File: src/rtl/execution_stage_pkg.sv
// execution_stage_pkg: ALU opcodes, bypass select encodings and the multiplier FSM state type
package execution_stage_pkg;

    localparam logic [3:0] ALU_ADD = 4'd0;
    localparam logic [3:0] ALU_SUB = 4'd1;
    localparam logic [3:0] ALU_AND = 4'd2;
    localparam logic [3:0] ALU_OR  = 4'd3;
    localparam logic [3:0] ALU_XOR = 4'd4;
    localparam logic [3:0] ALU_NOR = 4'd5;
    localparam logic [3:0] ALU_SLT = 4'd6;
    localparam logic [3:0] ALU_SLL = 4'd7;
    localparam logic [3:0] ALU_SRL = 4'd8;
    localparam logic [3:0] ALU_SRA = 4'd9;
    localparam logic [3:0] ALU_LUI = 4'd10;
    localparam logic [3:0] ALU_MUL = 4'd11;

    localparam logic [1:0] FWD_IDEX  = 2'b00;
    localparam logic [1:0] FWD_EXMEM = 2'b01;
    localparam logic [1:0] FWD_MEMWB = 2'b10;

    typedef enum logic {MUL_IDLE, MUL_BUSY} mul_state_t;

endpackage

File: src/rtl/execution_stage_multiplier.sv
// ex_multiplier: iterative shift-add multiplier, one partial product per enabled edge.
// start is sampled in IDLE; done marks the final BUSY cycle, when product is the full low-W result.
module ex_multiplier
    import execution_stage_pkg::*;
#(
    parameter int W = 32
) (
    input  logic         clk,
    input  logic         rst,
    input  logic         enable,
    input  logic         start,
    input  logic [W-1:0] a,
    input  logic [W-1:0] b,
    output logic         busy,
    output logic         done,
    output logic [W-1:0] product
);
    localparam int CW = $clog2(W);

    mul_state_t    state;
    logic [W-1:0]  ma, mb, acc;
    logic [CW-1:0] count;

    assign busy    = state == MUL_BUSY;
    assign done    = busy && count == CW'(W - 1);
    // product already includes the step taken on the current edge
    assign product = acc + (mb[0] ? ma : '0);

    always_ff @(posedge clk) begin
        if (rst) begin
            state <= MUL_IDLE;
            count <= '0;
            ma    <= '0;
            mb    <= '0;
            acc   <= '0;
        end else if (enable) begin
            if (state == MUL_IDLE) begin
                if (start) begin
                    state <= MUL_BUSY;
                    ma    <= a;
                    mb    <= b;
                    acc   <= '0;
                    count <= '0;
                end
            end else begin
                acc   <= product;
                ma    <= ma << 1;
                mb    <= mb >> 1;
                count <= count + 1'b1;
                if (done) state <= MUL_IDLE;
            end
        end
    end

endmodule

File: src/rtl/execution_stage.sv
// execution_stage: MIPS EX stage -- operand bypass, ALU and EX/MEM latch.
// Define EX_MULT_EN to add the iterative multiplier and its pipeline stall.
module execution_stage
    import execution_stage_pkg::*;
#(
    parameter int lenghtIN = 32,
    parameter int NB       = $clog2(lenghtIN)
) (
    input  logic                CLK100MHZ,
    input  logic                reset,
    input  logic                enable,
    input  logic [1:0]          forward_a,
    input  logic [1:0]          forward_b,
    input  logic [lenghtIN-1:0] rs_data_2_3,
    input  logic [lenghtIN-1:0] rt_data_2_3,
    input  logic [lenghtIN-1:0] immediate_2_3,
    input  logic [4:0]          shamt_2_3,
    input  logic [3:0]          alu_op_2_3,
    input  logic                alu_src_2_3,
    input  logic                reg_dst_2_3,
    input  logic [NB-1:0]       rt_2_3,
    input  logic [NB-1:0]       rd_2_3,
    input  logic                register_write_2_3,
    input  logic                mem_read_2_3,
    input  logic                mem_write_2_3,
    input  logic                mem_to_reg_2_3,
    input  logic [lenghtIN-1:0] write_data_4_5,
    output logic [lenghtIN-1:0] alu_result_3_4,
    output logic [lenghtIN-1:0] rt_data_3_4,
    output logic [NB-1:0]       rd_3_4,
    output logic                register_write_3_4,
    output logic                mem_read_3_4,
    output logic                mem_write_3_4,
    output logic                mem_to_reg_3_4,
    output logic                stall_ex
);
    logic [lenghtIN-1:0] op_a, fwd_b, op_b, alu_out, result;
    logic [NB-1:0]       dest;

    // select 11 is unused by the forwarding unit and falls back to the ID/EX value
    assign op_a = forward_a == FWD_EXMEM ? alu_result_3_4 :
                  forward_a == FWD_MEMWB ? write_data_4_5 : rs_data_2_3;
    assign fwd_b = forward_b == FWD_EXMEM ? alu_result_3_4 :
                   forward_b == FWD_MEMWB ? write_data_4_5 : rt_data_2_3;
    assign op_b = alu_src_2_3 ? immediate_2_3 : fwd_b;
    assign dest = reg_dst_2_3 ? rd_2_3 : rt_2_3;

    always_comb begin
        case (alu_op_2_3)
            ALU_ADD: alu_out = op_a + op_b;
            ALU_SUB: alu_out = op_a - op_b;
            ALU_AND: alu_out = op_a & op_b;
            ALU_OR:  alu_out = op_a | op_b;
            ALU_XOR: alu_out = op_a ^ op_b;
            ALU_NOR: alu_out = ~(op_a | op_b);
            ALU_SLT: alu_out = {{(lenghtIN-1){1'b0}}, $signed(op_a) < $signed(op_b)};
            ALU_SLL: alu_out = op_b << shamt_2_3;
            ALU_SRL: alu_out = op_b >> shamt_2_3;
            ALU_SRA: alu_out = $signed(op_b) >>> shamt_2_3;
            ALU_LUI: alu_out = op_b << 16;
            default: alu_out = '0;
        endcase
    end

`ifdef EX_MULT_EN
    logic                is_mul, mul_busy, mul_done;
    logic [lenghtIN-1:0] product;

    assign is_mul = alu_op_2_3 == ALU_MUL;

    ex_multiplier #(.W(lenghtIN)) u_mul (
        .clk     (CLK100MHZ),
        .rst     (reset),
        .enable  (enable),
        .start   (is_mul),
        .a       (op_a),
        .b       (op_b),
        .busy    (mul_busy),
        .done    (mul_done),
        .product (product)
    );

    // ID/EX is held during BUSY, so the MUL stays presented until done
    assign stall_ex = mul_busy ? !mul_done : is_mul;
    assign result   = is_mul ? product : alu_out;
`else
    assign stall_ex = 1'b0;
    assign result   = alu_out;
`endif

    always_ff @(posedge CLK100MHZ) begin
        if (reset) begin
            alu_result_3_4     <= '0;
            rt_data_3_4        <= '0;
            rd_3_4             <= '0;
            register_write_3_4 <= 1'b0;
            mem_read_3_4       <= 1'b0;
            mem_write_3_4      <= 1'b0;
            mem_to_reg_3_4     <= 1'b0;
        end else if (enable) begin
            alu_result_3_4     <= stall_ex ? '0 : result;
            rt_data_3_4        <= stall_ex ? '0 : fwd_b;
            rd_3_4             <= stall_ex ? '0 : dest;
            register_write_3_4 <= !stall_ex && register_write_2_3;
            mem_read_3_4       <= !stall_ex && mem_read_2_3;
            mem_write_3_4      <= !stall_ex && mem_write_2_3;
            mem_to_reg_3_4     <= !stall_ex && mem_to_reg_2_3;
        end
    end

endmodule

File: config.mk
export PLATFORM = sky130hd
export DESIGN_NAME = execution_stage
export DESIGN_NICKNAME = d
export VERILOG_FILES = /design/src/rtl/execution_stage_pkg.sv /design/src/rtl/execution_stage_multiplier.sv /design/src/rtl/execution_stage.sv
export SDC_FILE = /design/constraint.sdc
export NUM_CORES = 1
export LEC_CHECK = 0
export CELL_PAD_IN_SITES_DETAIL_PLACEMENT = 0
export CELL_PAD_IN_SITES_GLOBAL_PLACEMENT = 1
export CORE_MARGIN = 5
export CORE_UTILIZATION = 35
export DETAILED_ROUTE_END_ITERATION = 6
export GPL_TIMING_DRIVEN = 0
export PLACE_DENSITY = 0.82
export REMOVE_ABC_BUFFERS = 1
export SLEW_MARGIN = 20
export SYNTH_ARGS = -nofsm -noshare
export SYNTH_HDL_FRONTEND = slang
export SYNTH_SLANG_ARGS = --single-unit
File: constraint.sdc
create_clock -name CLK100MHZ -period 6.94 [get_ports CLK100MHZ]
set_input_delay 1.735 -clock CLK100MHZ [delete_from_list [all_inputs] [get_ports CLK100MHZ]]
set_output_delay 1.735 -clock CLK100MHZ [all_outputs]
set_load 0.01 [all_outputs]
==> key figures <==
CTS
  – Clk sinks: 73
  – CTS tree: done
  – Worst skew pair latency: 400 ps
  – Clock Path Buffers: 2
  – Post-CTS setup repair buffer count: 0
  – H-tree depth: 3
  – TritonCTS buffer count: 9
  – CTS clk-pin slew, worst paths: 70 ps
  – Clock Root Buffer: clkbuf_16

Global routing
  – Global-route wire length before repair: 113,000 um
  – GRT Total Usage: a little under a third
  – Initial antenna violation count: 1
  – Vias in the first global route: approximately 17,000
  – GR Overflow Total: 0
  – Largest net degree at the start of global routing: 64

Layout
  – Fin cells: roughly 2,700
  – Layout cells sized above 1: 9.37%
  – Fill cells: about 4,300
  – Fin area: 18,100 um^2
  – Net count, final: 2,424
  – Layout area overhead: 21.1%

Floorplan
  – Die width: 217 um
  – IO Pins: 234
  – Die area: between 40,000 and 50,000 um^2
  – Core area: 42,100 um^2
  – Initial core utilization: between 30 and 40%
  – # rows: 75
  – Die H: 217 um

Yosys
  – Main synth FF type: dfxtp_1
  – Async SR Flop Fraction: 0%
  – Synth top area share: between 10% and 20%
  – Synth area leaders: mux2i_1 15%, dfxtp_1 9.8%, ha_1 8.4%
  – FF+latch count, synth: 73
  – Syn Area/Cell: about 7.3 um^2
  – Area leader, netlist: mux2i_1
  – Synth warn: 0
  – Mapped Cells: 2,054
  – Synth top cells by count: 229 x mux2i_1, 219 x nor2_1, 193 x nand2_1
  – Yosys cell types: 89
  – Post-Syn Area: 15,000 um^2
  – Post-synth EDFFs: 0
  – Most numerous cell in the Yosys netlist: mux2i_1
  – Register area share after synthesis: 9.76%

Setup path
  – Setup crit end kind: flip-flop
  – Crit path buf inv count: 4
  – Critical path arrival: 7070 ps
  – Reg2reg start: alu_result_3_4[4]$_SDFFE_PP0P_
  – Cell chain of the critical path: buf_2 -> buf_12 -> inv_4 -> mux2i_4 -> inv_1 -> ha_1 -> fa_1 -> nor2b_1 -> o311ai_1 -> nand3_1 -> a21oi_1 -> o211ai_1 -> a221oi_2 -> a31oi_1 -> xnor2_1 -> nand2_1 -> a311oi_1
  – Worst setup path class: primary input to flip-flop
  – CP max FO: 45
  – R2R setup slack: 1780 ps
  – Crit start category: primary input
  – Critical path's top delay family: compound AO/OA/AOI/OAI gates
  – Req. time, crit path: 7230 ps
  – Critical Path Source: alu_src_2_3
  – Largest stage delay on the critical path: 550 ps
  – Worst path slowest cell: o311ai_1

Min path
  – Worst hold path type: flip-flop to flip-flop
  – Hold Path Origin: rd_3_4[2]$_SDFFE_PP0P_

STA
  – Final hold vios: 0
  – FMAX: 0.147 GHz
  – Max Slew Vio Count: 0
  – Worst-Margin Slew: 1140 ps
  – # setup viols final: 0
  – Setup slack after layout: about 160 ps
  – Tcrit/Tclk final: 97.8%
  – Final Skew: ~18 ps
  – RSZ-0062 raised after global routing: no
  – Final min period: 6780 ps
  – TNS Setup: 0 ps
  – Max_slew headroom: around 22%

Place
  – Setup WS pre-CTS: -914 ps
  – Routability cong.: 1.02
  – Post-DP HPWL: around 60,000 um
  – Dpl cells: 2,690
  – Placed cell area: 17,700 um^2
  – Port-buffer cells: roughly 230

Detailed routing
  – WL per Instance: 29.0 um
  – First-pass detailed-route iteration total: 5
  – Vias/cell: 6.51
  – 1st-iter DRT viols: between 2,000 and 2,500
  – Routed WL: 78,500 um
  – Antenna-violating nets left: 0
  – DR vias: 17,629
  – DRC viols: 0

Power and ir drop
  – Power, Total: around 0.0028 W
  – PwrDens: 156 nW/um^2
  – Maximum VDD drop: 0.125 mV
  – LEAKAGE: 7.38 nW

Job
  – Max_cap viols: 0

Status
  – Run status: complete, no violations
## tightest hold or removal path, stage by stage (launching register included)
cell,delay (ps)
dfxtp_1,310
nor2_1,80
a211oi_1,50
## sequential cells by signal, summed over array words and instances (netlist names)
| name | cells |
|---|---|
| alu_result_3_4 | 32 |
| mem_read_3_4 | 1 |
| mem_to_reg_3_4 | 1 |
| mem_write_3_4 | 1 |
| rd_3_4 | 5 |
| register_write_3_4 | 1 |
| rt_data_3_4 | 32 |
## layout by cell type (no fill, tap or decap), types with 10 or more instances in the layout
| cell type | synthesis | routed |
|---|---|---|
| a2111oi_0 | 11 | 10 |
| a211oi_1 | 35 | 34 |
| a21o_1 | 14 | 14 |
| a21oi_1 | 185 | 183 |
| a221o_1 | 12 | 12 |
| a221oi_1 | 24 | 23 |
| a22oi_1 | 18 | 18 |
| a311oi_1 | 12 | 11 |
| a31oi_1 | 22 | 22 |
| and3_1 | 11 | 11 |
| buf_4 | 5 | 11 |
| clkdlybuf4s50_1 | 0 | 219 |
| dfxtp_1 | 73 | 73 |
| ha_1 | 100 | 100 |
| inv_1 | 98 | 96 |
| mux2_2 | 63 | 63 |
| mux2i_1 | 229 | 223 |
| mux4_2 | 31 | 31 |
| nand2_1 | 193 | 192 |
| nand2b_1 | 19 | 19 |
| nand3_1 | 33 | 33 |
| nor2_1 | 219 | 214 |
| nor2b_1 | 22 | 22 |
| nor3_1 | 35 | 31 |
| o211ai_1 | 26 | 26 |
| o21a_1 | 45 | 45 |
| o21ai_0 | 95 | 95 |
| o21ai_1 | 17 | 17 |
| o21bai_1 | 14 | 14 |
| o221ai_1 | 14 | 14 |
| o22ai_1 | 18 | 18 |
| or3_1 | 11 | 11 |
| xnor2_1 | 24 | 24 |
## kinds of logic (layout without fill, tap and decap cells)
kind of cell | after synthesis | in the layout | share of synthesized area [%]
other cells | 1 | 2 | 0.0251
fa+ha+maj | 102 | 102 | 8.63
compound gates | 661 | 661 | 29.7
flops | 73 | 73 | 9.76
xor+xnor | 28 | 28 | 1.64
simple gates | 586 | 586 | 17.2
buf+inv | 270 | 383 | 7.52
mux | 333 | 333 | 25.6
## timing repair
action,CTS,global route
hold buffers,0,0
pin swaps,0,0
resized for setup,4,10
cloned,0,0
setup endpoints to repair,7,11
## worst paths after layout
kind                                      to  cells after the start
max          alu_result_3_4[30]$_SDFFE_PP0P_                     17
min                   rd_3_4[2]$_SDFFE_PP0P_                      2
max reg2reg  alu_result_3_4[29]$_SDFFE_PP0P_                     14
min reg2reg           rd_3_4[2]$_SDFFE_PP0P_                      2
## where the power goes
group | switching (W) | internal [W] | total [W]
Clock | 0.000248 | 0.000316 | 0.000564
Combinational | 0.00109 | 0.000691 | 0.00178
Sequential | 0.0000365 | 0.000449 | 0.000486
Total | 0.00137 | 0.00146 | 0.00283
## per-stage QoR
| stage | hold WS [ps] | util, % |
|---|---|---|
| 2_1_floorplan | 486 | - |
| 3_3_place_gp | 472 | 40.9 |
| 3_5_place_dp | 479 | 42.1 |
| 4_1_cts | 488 | 42.8 |
| 5_1_grt | 511 | 43.0 |
| 6_report | 485 | 43.0 |
## layer usage
metal | routed length (um) | track usage [%]
met5 | 0 | 0
met1 | 32200 | 41.5
met4 | 4790 | 16.8
met3 | 6900 | 5.66
met2 | 34600 | 49.9
## area by class of cell
class	count	area, um^2	area share (%)
well taps	539	674	3.72
flip-flops and latches	73	1460	8.06
inverters	108	410	2.26
multi-input cells	1711	12500	69.0
clock buffers	10	229	1.26
repair buffers	259	2750	15.2
diodes	1	2.50	0.0138
clock inverters	6	91.3	0.504
No activity file was read; power rests on OpenSTA's default activity.
